==> config.mk <==
export PLATFORM = sky130hd
export DESIGN_NAME = phased_clock_gen
export DESIGN_NICKNAME = d
export VERILOG_FILES = /design/src/rtl/phased_clock_gen.sv
export SDC_FILE = /design/constraint.sdc
export NUM_CORES = 1
export LEC_CHECK = 0
export CORE_MARGIN = 3
export CORE_UTILIZATION = 65
export CTS_CLUSTER_DIAMETER = 200
export DETAILED_ROUTE_END_ITERATION = 16
export GPL_TIMING_DRIVEN = 0
export PLACE_DENSITY = 0.84
export SYNTH_ARGS = -nofsm -noshare
export SYNTH_HDL_FRONTEND = slang
export SYNTH_SLANG_ARGS = --single-unit
==> constraint.sdc <==
create_clock -name eclk -period 5.75 [get_ports eclk]
set_input_delay 1.15 -clock eclk [delete_from_list [all_inputs] [get_ports eclk]]
set_output_delay 1.15 -clock eclk [all_outputs]
set_load 0.005 [all_outputs]
==> src/rtl/phased_clock_gen.sv <==
// Divided/phase-shifted clock generator with sequenced reset; config writes go to a shadow bank,
// copied to the active bank in a single APPLY cycle (cfg_ready low only then); outputs are registered.
module phased_clock_gen #(
  parameter int NUM_CH     = 4,
  parameter int DIV_W      = 8,
  parameter int RST_CYCLES = 16,
  parameter int CH_W       = (NUM_CH > 1) ? $clog2(NUM_CH) : 1
) (
  input  logic              eclk,
  input  logic              reset,
  input  logic              cfg_valid,
  output logic              cfg_ready,
  input  logic [CH_W-1:0]   cfg_ch,
  input  logic [DIV_W-1:0]  cfg_half,
  input  logic [DIV_W-1:0]  cfg_phase,
  input  logic              cfg_en,
  input  logic              start,
  input  logic              stop,
  output logic [NUM_CH-1:0] clk_out,
  output logic              rst_out,
  output logic              locked
);
  localparam int CNT_W = DIV_W + 1;
  localparam int RC_W  = $clog2(RST_CYCLES + 1);

  typedef enum logic [1:0] {TOP_IDLE, TOP_APPLY, TOP_RUN} top_state_e;
  typedef enum logic [1:0] {CH_OFF, CH_PHASE, CH_ON} ch_state_e;

  typedef struct packed {
    logic [DIV_W-1:0] half;
    logic [DIV_W-1:0] phase;
    logic             en;
  } ch_cfg_t;

  top_state_e        top_q, top_d;
  ch_cfg_t           shadow_q [NUM_CH];
  ch_cfg_t           shadow_d [NUM_CH];
  ch_cfg_t           active_q [NUM_CH];
  ch_cfg_t           active_d [NUM_CH];
  ch_state_e         ch_q     [NUM_CH];
  ch_state_e         ch_d     [NUM_CH];
  logic [CNT_W-1:0]  cnt_q    [NUM_CH];
  logic [CNT_W-1:0]  cnt_d    [NUM_CH];
  logic [NUM_CH-1:0] clk_q, clk_d;
  logic [RC_W-1:0]   rst_cnt_q, rst_cnt_d;

  logic apply_exit;
  logic go_idle;
  logic all_on;

  // A half-period of zero would stall the counter, so it runs as one.
  function automatic logic [CNT_W-1:0] eff_half(input logic [DIV_W-1:0] half);
    return (half == '0) ? CNT_W'(1) : {1'b0, half};
  endfunction

  always_comb begin
    top_d     = top_q;
    cfg_ready = (top_q != TOP_APPLY);
    case (top_q)
      TOP_IDLE:  if (start && !stop) top_d = TOP_APPLY;
      TOP_APPLY: top_d = TOP_RUN;
      TOP_RUN: begin
        if (stop)       top_d = TOP_IDLE;
        else if (start) top_d = TOP_APPLY;
      end
      default:   top_d = TOP_IDLE;
    endcase
  end

  assign apply_exit = (top_q == TOP_APPLY);
  assign go_idle    = (top_q == TOP_RUN) && stop;

  // Out-of-range channel indices match no entry, so the write is silently dropped.
  always_comb begin
    for (int i = 0; i < NUM_CH; i++) begin
      shadow_d[i] = shadow_q[i];
      if (cfg_valid && cfg_ready && (cfg_ch == CH_W'(i)))
        shadow_d[i] = {cfg_half, cfg_phase, cfg_en};
    end
  end

  always_comb begin
    for (int i = 0; i < NUM_CH; i++) begin
      active_d[i] = active_q[i];
      ch_d[i]     = ch_q[i];
      cnt_d[i]    = cnt_q[i];
      clk_d[i]    = clk_q[i];
      if (apply_exit) begin
        active_d[i] = shadow_q[i];
        clk_d[i]    = 1'b1;
        if (shadow_q[i].en) begin
          ch_d[i]  = CH_PHASE;
          cnt_d[i] = {1'b0, shadow_q[i].phase} + eff_half(shadow_q[i].half);
        end else begin
          ch_d[i]  = CH_OFF;
          cnt_d[i] = '0;
        end
      end else if (go_idle) begin
        ch_d[i]  = CH_OFF;
        cnt_d[i] = '0;
        clk_d[i] = 1'b1;
      end else if (ch_q[i] != CH_OFF) begin
        if (cnt_q[i] == CNT_W'(1)) begin
          clk_d[i] = ~clk_q[i];
          cnt_d[i] = eff_half(active_q[i].half);
          ch_d[i]  = CH_ON;
        end else begin
          cnt_d[i] = cnt_q[i] - CNT_W'(1);
        end
      end
    end
  end

  always_comb begin
    rst_cnt_d = rst_cnt_q;
    if (apply_exit)
      rst_cnt_d = RC_W'(RST_CYCLES);
    else if ((top_q == TOP_RUN) && (rst_cnt_q != '0))
      rst_cnt_d = rst_cnt_q - RC_W'(1);
  end

  always_comb begin
    all_on = 1'b1;
    for (int i = 0; i < NUM_CH; i++) begin
      if (active_q[i].en && (ch_q[i] != CH_ON)) all_on = 1'b0;
    end
  end

  assign locked  = (top_q == TOP_RUN) && all_on;
  assign rst_out = (top_q != TOP_RUN) || (rst_cnt_q != '0);
  assign clk_out = clk_q;

  always_ff @(posedge eclk or negedge reset) begin
    if (!reset) begin
      top_q     <= TOP_IDLE;
      clk_q     <= '1;
      rst_cnt_q <= '0;
      for (int i = 0; i < NUM_CH; i++) begin
        shadow_q[i] <= '0;
        active_q[i] <= '0;
        ch_q[i]     <= CH_OFF;
        cnt_q[i]    <= '0;
      end
    end else begin
      top_q     <= top_d;
      clk_q     <= clk_d;
      rst_cnt_q <= rst_cnt_d;
      for (int i = 0; i < NUM_CH; i++) begin
        shadow_q[i] <= shadow_d[i];
        active_q[i] <= active_d[i];
        ch_q[i]     <= ch_d[i];
        cnt_q[i]    <= cnt_d[i];
      end
    end
  end
endmodule

==> results.tsv, run 1 <==
metric	value	unit
synthAdderAreaFrac	6.976	%
cp_slowest_stage_delay	0.63	ns
final_cell_mix	155 x dfrtp_1, 144 x nand2_1, 74 x nor2_1	
dr.pass1.iters	6	
r2r_cells	7	
route.vias.total	7093	
slew-limit-headroom	29.34	%
fin_nets	1013	
grt_pass1_vias	7066	
skew	0.009864	ns
io_pins	31	
critPathLaunchType	flop	
ant_nets	0	
whs_path_depth	1	
seqPwrFrac	39.4	%
yosys.area_share.simple	17.12	%
port_buffers	30	
antenna_found_initial	0	
regArea	3984	µm²
pwr-share-comb	33.9	%
syn_nets	963	
tritoncts	done	
wl_per_cell	19.70	µm
layout_commonest_cell	dfrtp_1	
cts_buffer_depth	2	
hold_viol	0	
peakVddDrop	280.5	µV
crit_family	buffers and inverters	
synth_compound_area_share	12.89	%
grtUsageTotal	31.93	%
place_area	9225	µm²
gr-total-overflow	0	
fillers	869	
synth_mux_area_share	10.57	%
cts_resized	0	
worstPathRequired	4.60	ns
grt_first_pass_wirelength	36510	µm
gp_congestion	0.9117	
drc	0	
cp_max_fo	10	
die_x	121.6	µm
place_ws	1.604	ns
rsz0062_at_grt	false	
cp_num_cells	6	
worst_pin_slew	1.060	ns
ys_ff_latch	159	
setup_viol	0	
diodes	0	
hold_buffers	0	
status	complete, no violations	
power_density	461.2	nW/µm²
die_y	121.6	µm
cts-root-buf	clkbuf_16	
drt-initial-drc-count	748	
die_area	14780	µm²
clkSlewWorstSetupHoldPaths	0.06	ns
grt_max_degree	90	
cts_buffers	17	
synth_area	8681	µm²
initial_core_util	67.69	%
path_cells	nor2b_1 -> clkbuf_1 -> inv_1 -> buf_2 -> buf_1 -> clkdlybuf4s50_1	
setup_slack	1.815	ns
max_freq	254.1	MHz
synth_flop_cell	dfrtp_1	
pwr-share-clk	26.6	%
multi_input_area	4434	µm²
p_int	0.002910	W
crit_type	flop to primary output	
netSwitchingFraction	35.98	%
hold_ws	0.4702	ns
h-tree-depth	4	
yosys.area_share.xor_xnor	3.531	%
drive_gt1_share	12.34	%
post_cts_buffers	0	
r2r_slack	2.28	ns
cp_slowest_cell	clkdlybuf4s50_1	
period_minus_slack	3.935	ns
design_area	9857	µm²
critical_path.endpoint_type	primary output	
drv_cap	0	
tns	0	ns
syn_area_per_cell	9.721	µm²
synthArstFlopShare	100.0	%
ys_seq_area_share	45.89	%
syn2layout_area_growth	13.55	%
worst-path-buf-inv	5	
worst_ep_arrival_time	2.79	ns
ys_warn_count	0	
final.period_utilization	68.44	%
synth_edf_count	0	
hpwl	15190	µm
clk_latency	0.42	ns
routed_wl	22220	µm
cts_sinks	159	
hp-class	flop to flop	
core.rowCount	41	
power_switching	0.001636	W
synth_cell_type_count	61	
synth_cells	893	
core_area	12820	µm²
power_leakage	4.389	nW
slew_viol_final	0	
via_per_inst	6.288	
synth_top_family_by_area	simple AND/OR/NAND/NOR gates	
-- per-stage QoR --
stage	total power (W)	instances	util [%]
after floorplan	0.002872	893	-
after global placement	0.003217	1095	71.71
after detailed placement	0.003285	1096	71.93
after CTS	0.004527	1128	76.86
after global routing	0.004839	1128	76.86
final	0.004546	1128	76.86
-- path summary, 6_finish.rpt --
kind,start,end
max in group asynchronous,reset,clk_out[0]
max reg2reg,top_q[0],cnt_q[34]
min,top_q[0],top_q[0]
max,top_q[0],cfg_ready
min in group asynchronous,reset,cnt_q[6]
min reg2reg,top_q[0],top_q[0]
-- sequential cells by signal, summed over array words and instances, names as in the netlist --
| name | flops |
|---|---|
| top_q | 2 |
| clk_out | 4 |
| active_q | 36 |
| rst_cnt_q | 5 |
| shadow_q | 68 |
| ch_q | 8 |
| cnt_q | 36 |
-- cells by family after synthesis --
group,count (synthesis)
flip-flops,159
buffers and inverters,64
adder cells (fa/ha/maj),46
AND/OR/NAND/NOR,326
multiplexers,83
XOR/XNOR,35
AO/OA/AOI/OAI,180
-- layer usage --
layer  up-vias  track usage [%]  part of all wire, %
li1       3257                -                    -
met1      3477            43.75                   42
met2       299            50.67                   47
met3        60            7.057                  7.3
met4         0            11.34                  3.2
met5         -                0                    0
-- power by group through the flow --
stage                     Clock (W)  Combinational, W  Sequential, W
after detailed placement          0           0.00149        0.00179
after global placement            0           0.00144        0.00178
final                       0.00121           0.00154        0.00179
after CTS                   0.00122           0.00153        0.00178
after floorplan                   0           0.00119        0.00168
after global routing        0.00127           0.00174        0.00183
-- cells in the mapped netlist (all sizes together), types with 4 or more instances --
cell type / number / area [µm²]
dfrtp: 155 / 3879
nand2: 144 / 540.5
nor2: 74 / 277.8
mux2: 69 / 777.0
a21oi: 63 / 315.3
ha: 42 / 525.5
clkbuf: 34 / 127.6
o21ai: 34 / 170.2
nor3: 28 / 145.1
xnor2: 24 / 210.2
inv: 19 / 71.32
nand3: 16 / 80.08
mux2i: 14 / 140.1
a211oi: 13 / 97.59
a21o: 13 / 97.59
nor4: 12 / 75.07
buf: 11 / 63.81
xor2: 11 / 96.34
a31oi: 9 / 56.30
nor2b: 8 / 50.05
nand2b: 7 / 43.79
o211ai: 7 / 52.55
o21bai: 7 / 52.55
o22ai: 7 / 43.79
or3: 7 / 43.79
and2: 6 / 37.54
o31ai: 6 / 45.04
a221oi: 4 / 35.03
and3: 4 / 25.02
dfstp: 4 / 105.1
fa: 4 / 80.08
nor3b: 4 / 30.03
or4: 4 / 33.78
-- final cells by class --
cell class / count / share of cell area (%)
Timing Repair Buffer: 31 / 3.338
Sequential cell: 159 / 40.42
Clock inverter: 11 / 1.841
Buffer: 45 / 1.942
Inverter: 19 / 0.7235
Clock buffer: 21 / 4.570
Multi-Input combinational cell: 670 / 44.99
Tap cell: 172 / 2.183
-- worst register-to-register path, delay by kind of cell (launching register included) --
kind            cells  cell delay (ns)
buf+inv             3             1.59
compound gates      3             1.28
simple gates        1             0.13
flops               1             0.40
No activity file was read; power rests on OpenSTA's default activity.
==> run 2, diff against run 1 <==
Settings changed: CORE_UTILIZATION 65 to 62, PLACE_DENSITY 0.84 to 0.81.
Clock period 5.75 ns to 3.8 ns, I/O delays scaled along.
==> run 2 against run 1 <==
Final area about the same. Sequential cell count unchanged. Register-to-register slack got worse by 1.8 ns. Critical endpoint unchanged. Largest cell class unchanged.
==> results.tsv, run 2 (same netlist as run 1, synthesis figures left out) <==
metric	value	unit
power_density	696.0	nW/µm²
netSwitchingFraction	36.86	%
io_pins	31	
cts_buffers	17	
pwr-share-clk	26.4	%
place_ws	0.1571	ns
p_int	0.004330	W
largest-register	shadow_q	
cts_resized	0	
crit_type	flop to primary output	
grt_pass1_vias	6921	
skew	0.006955	ns
clkSlewWorstSetupHoldPaths	0.07	ns
status	complete, no violations	
antenna_found_initial	0	
cp_max_fo	10	
max_freq	284.6	MHz
hold_ws	0.3557	ns
drt-initial-drc-count	891	
drive_gt1_share	12.66	%
drc	0	
largest_reg_flops	68	
core_area	13450	µm²
route.vias.total	6994	
cts_sinks	159	
fin_nets	1013	
top_regs	shadow_q (68), active_q (36), cnt_q (36)	
routed_wl	22030	µm
die_x	124.3	µm
worst_ep_arrival_time	2.75	ns
post_cts_buffers	0	
die_area	15460	µm²
core.rowCount	42	
gr-total-overflow	0	
seqPwrFrac	39.5	%
h-tree-depth	4	
cts_buffer_depth	2	
die_y	124.3	µm
slew-limit-headroom	34.50	%
drv_cap	0	
layout_commonest_cell	dfrtp_1	
power_leakage	4.392	nW
grt_first_pass_wirelength	35620	µm
cts-root-buf	clkbuf_16	
worstPathRequired	3.04	ns
via_per_inst	6.178	
cp_slowest_cell	clkdlybuf4s50_1	
port_buffers	30	
wl_per_cell	19.46	µm
grt_max_degree	85	
power_switching	0.002527	W
peakVddDrop	411.5	µV
cp_slowest_stage_delay	0.62	ns
initial_core_util	64.53	%
critical_path.endpoint_type	primary output	
path_cells	nor2b_1 -> clkbuf_1 -> inv_1 -> buf_2 -> buf_1 -> clkdlybuf4s50_1	
setup_viol	0	
dr.pass1.iters	6	
hold_buffers	0	
clk_latency	0.43	ns
critPathLaunchType	flop	
rsz0062_at_grt	false	
setup_slack	0.2861	ns
slew_viol_final	0	
syn2layout_area_growth	13.49	%
final_cell_mix	155 x dfrtp_1, 144 x nand2_1, 74 x nor2_1	
pwr-share-comb	34.0	%
final.period_utilization	92.47	%
gp_congestion	0.8853	
hp-class	primary input to asynchronous set/reset pin	
tritoncts	done	
diodes	0	
ant_nets	0	
hpwl	15110	µm
grtUsageTotal	28.99	%
period_minus_slack	3.514	ns
worst_pin_slew	0.9825	ns
fillers	968	
hold_viol	0	
==> run 2: stage by stage <==
stage	setup TNS (ns)	utilization (%)	instance area (µm²)	std cells	total power, W
final	0	73.23	9852	1132	0.006857
after global routing	0	73.23	9852	1132	0.007281
after CTS	0	73.23	9852	1132	0.006829
after detailed placement	0	68.61	9230	1100	0.004965
after global placement	-687.67	68.40	9201	1099	0.004881
after floorplan	0	-	8681	893	0.004347
==> run 2: layout make-up <==
class | count | area [µm²] | share of cell area, %
multi-input cells | 670 | 4434 | 45.01
flip-flops and latches | 159 | 3984 | 40.44
clock buffers | 17 | 425.4 | 4.318
repair buffers | 31 | 329.1 | 3.340
well taps | 176 | 220.2 | 2.235
clock inverters | 15 | 196.4 | 1.994
plain buffers | 45 | 191.4 | 1.943
inverters | 19 | 71.32 | 0.7239
==> run 2: critical path: cells and delay by family, from the launching register on <==
kind / cells / cell delay [ns]
buffers and inverters: 5 / 1.77
flip-flops: 1 / 0.40
AND/OR/NAND/NOR: 1 / 0.13
==> run 2: final timing paths <==
path	from	end	slack [ns]	cells after the start
worst max-delay path	top_q[0]	cfg_ready	0.29	6
worst min-delay path	reset	cnt_q[8]	0.36	1
worst max register to register	top_q[0]	cnt_q[34]	0.46	7
worst min register to register	top_q[0]	top_q[0]	0.47	1
max in group asynchronous	reset	clk_out[0]	2.59	2
min in group eclk	top_q[0]	top_q[0]	0.47	1
==> run 2: power by group through the flow <==
| stage | registers [W] | clock network (W) | logic [W] |
|---|---|---|---|
| global placement | 0.00269 | 0 | 0.00219 |
| detailed placement | 0.00271 | 0 | 0.00226 |
| finish | 0.00271 | 0.00181 | 0.00233 |
| global route | 0.00278 | 0.00191 | 0.00260 |
| CTS | 0.00269 | 0.00183 | 0.00231 |
| floorplan | 0.00255 | 0 | 0.00180 |
==> run 2: per-layer routing <==
layer / wire [µm] / global-route usage (%) / vias to the layer above
met5: 0 / 0 / -
met4: 502 / 8.640 / 0
met3: 1619 / 7.118 / 51
met2: 10370 / 45.93 / 299
met1: 9543 / 39.94 / 3369
li1: - / - / 3275
==> run 3, diff against run 2 <==
Settings changed: CAP_MARGIN from default to 20, MAX_ROUTING_LAYER from default to met4, PLACE_DENSITY 0.81 to default, PLACE_DENSITY_LB_ADDON from default to 0.12.
==> run 3 against run 2 <==
Final area fell by 0.51%. Highest routed layer unchanged. Clock power fell by 8%. Sequential cell count did not move.
==> results.tsv, run 3 (same netlist as run 1, synthesis figures left out) <==
metric	value	unit
peakVddDrop	415.3	µV
syn2layout_area_growth	12.91	%
grt_first_pass_wirelength	36230	µm
drive_gt1_share	12.55	%
power_leakage	4.371	nW
cts_buffers	17	
critical_path.endpoint_type	primary output	
power_density	687.2	nW/µm²
worst_ep_arrival_time	2.76	ns
largest_reg_flops	68	
worst-path-buf-inv	5	
gr-total-overflow	0	
clk_latency	0.43	ns
cts_sinks	159	
routed_wl	22490	µm
cp_slowest_stage_delay	0.62	ns
via_per_inst	6.253	
fin_nets	1013	
gp_congestion	0.9403	
core.rowCount	42	
dr.pass1.iters	7	
setup_viol	0	
rsz0062_at_grt	false	
grt_pass1_vias	7034	
max_freq	283.8	MHz
final_cell_mix	155 x dfrtp_1, 144 x nand2_1, 74 x nor2_1	
regArea	3984	µm²
hp-class	primary input to asynchronous set/reset pin	
multi_input_area	4434	µm²
hold_viol	0	
crit_family	buffers and inverters	
crit_type	flop to primary output	
cts-root-buf	clkbuf_16	
die_area	15460	µm²
tns	0	ns
slew_viol_final	0	
skew	0.01067	ns
die_y	124.3	µm
hpwl	16090	µm
io_pins	31	
initial_core_util	64.53	%
wl_per_cell	19.87	µm
route.vias.total	7078	
drv_cap	0	
path_cells	nor2b_1 -> clkbuf_1 -> inv_1 -> buf_2 -> buf_1 -> clkdlybuf4s50_1	
worstPathRequired	3.04	ns
hold_ws	0.3443	ns
diodes	0	
power.total	0.006736	W
cts_resized	0	
critPathLaunchType	flop	
port_buffers	30	
grt_max_degree	89	
tritoncts	done	
cts_buffer_depth	2	
status	complete, no violations	
largest-register	shadow_q	
drt-initial-drc-count	784	
die_x	124.3	µm
drc	0	
core_area	13450	µm²
clkSlewWorstSetupHoldPaths	0.06	ns
post_cts_buffers	0	
cp_max_fo	10	
fillers	1016	
final_util	72.86	%
antenna_found_initial	0	
slew-limit-headroom	35.57	%
top_regs	shadow_q (68), active_q (36), cnt_q (36)	
grtUsageTotal	30.26	%
hold_buffers	0	
h-tree-depth	4	
layout_commonest_cell	dfrtp_1	
worst_pin_slew	0.9665	ns
ant_nets	0	
cp_slowest_cell	clkdlybuf4s50_1	
period_minus_slack	3.523	ns
final.period_utilization	92.72	%
==> run 3: cell types whose count changed in the layout (fill, tap and decap cells not counted), sizes merged <==
cell,previous run,this run
bufinv,3,1
clkinv,3,4
inv,27,26
clkbuf,51,53
==> run 3: area by class of cell <==
cell class | count | share of cell area (%)
clock buffers | 19 | 4.519
clock inverters | 13 | 1.315
plain buffers | 45 | 1.953
well taps | 176 | 2.247
inverters | 19 | 0.7276
multi-input cells | 670 | 45.24
flip-flops and latches | 159 | 40.64
repair buffers | 31 | 3.357
==> run 3: per-stage QoR <==
stage                     worst slack, ns  cells  area, µm²
final                              0.2767   1132       9802
after CTS                          0.2595   1132       9802
after global routing               0.1426   1132       9802
after detailed placement           0.1484   1100       9230
after global placement             -4.200   1099       9201
after floorplan                     1.537    893       8681
==> run 3: per-layer routing <==
layer	part of all wire (%)	GRT usage [%]	up-vias
li1	-	-	3250
met1	43	39.83	3503
met2	48	46.98	278
met3	6.1	5.918	47
met4	3.0	11.48	0
met5	0	-	-
==> run 3: final timing paths <==
path                                from  slack (ns)    endpoint  cells past startpoint
worst max-delay path            top_q[0]        0.28   cfg_ready                      6
worst min-delay path               reset        0.34    cnt_q[6]                      1
worst max register to register  top_q[0]        0.44   cnt_q[34]                      7
worst min register to register  top_q[0]        0.48    top_q[0]                      1
max in group asynchronous          reset        2.60  clk_out[0]                      2
min in group eclk               top_q[0]        0.48    top_q[0]                      1
==> run 3: power by group <==
part | internal, W | switching [W] | total [W] | leakage [nW]
combinational | 0.00111 | 0.00126 | 0.00237 | 2.16
clock | 0.000935 | 0.000730 | 0.00166 | 0.281
sequential | 0.00217 | 0.000532 | 0.00270 | 1.93
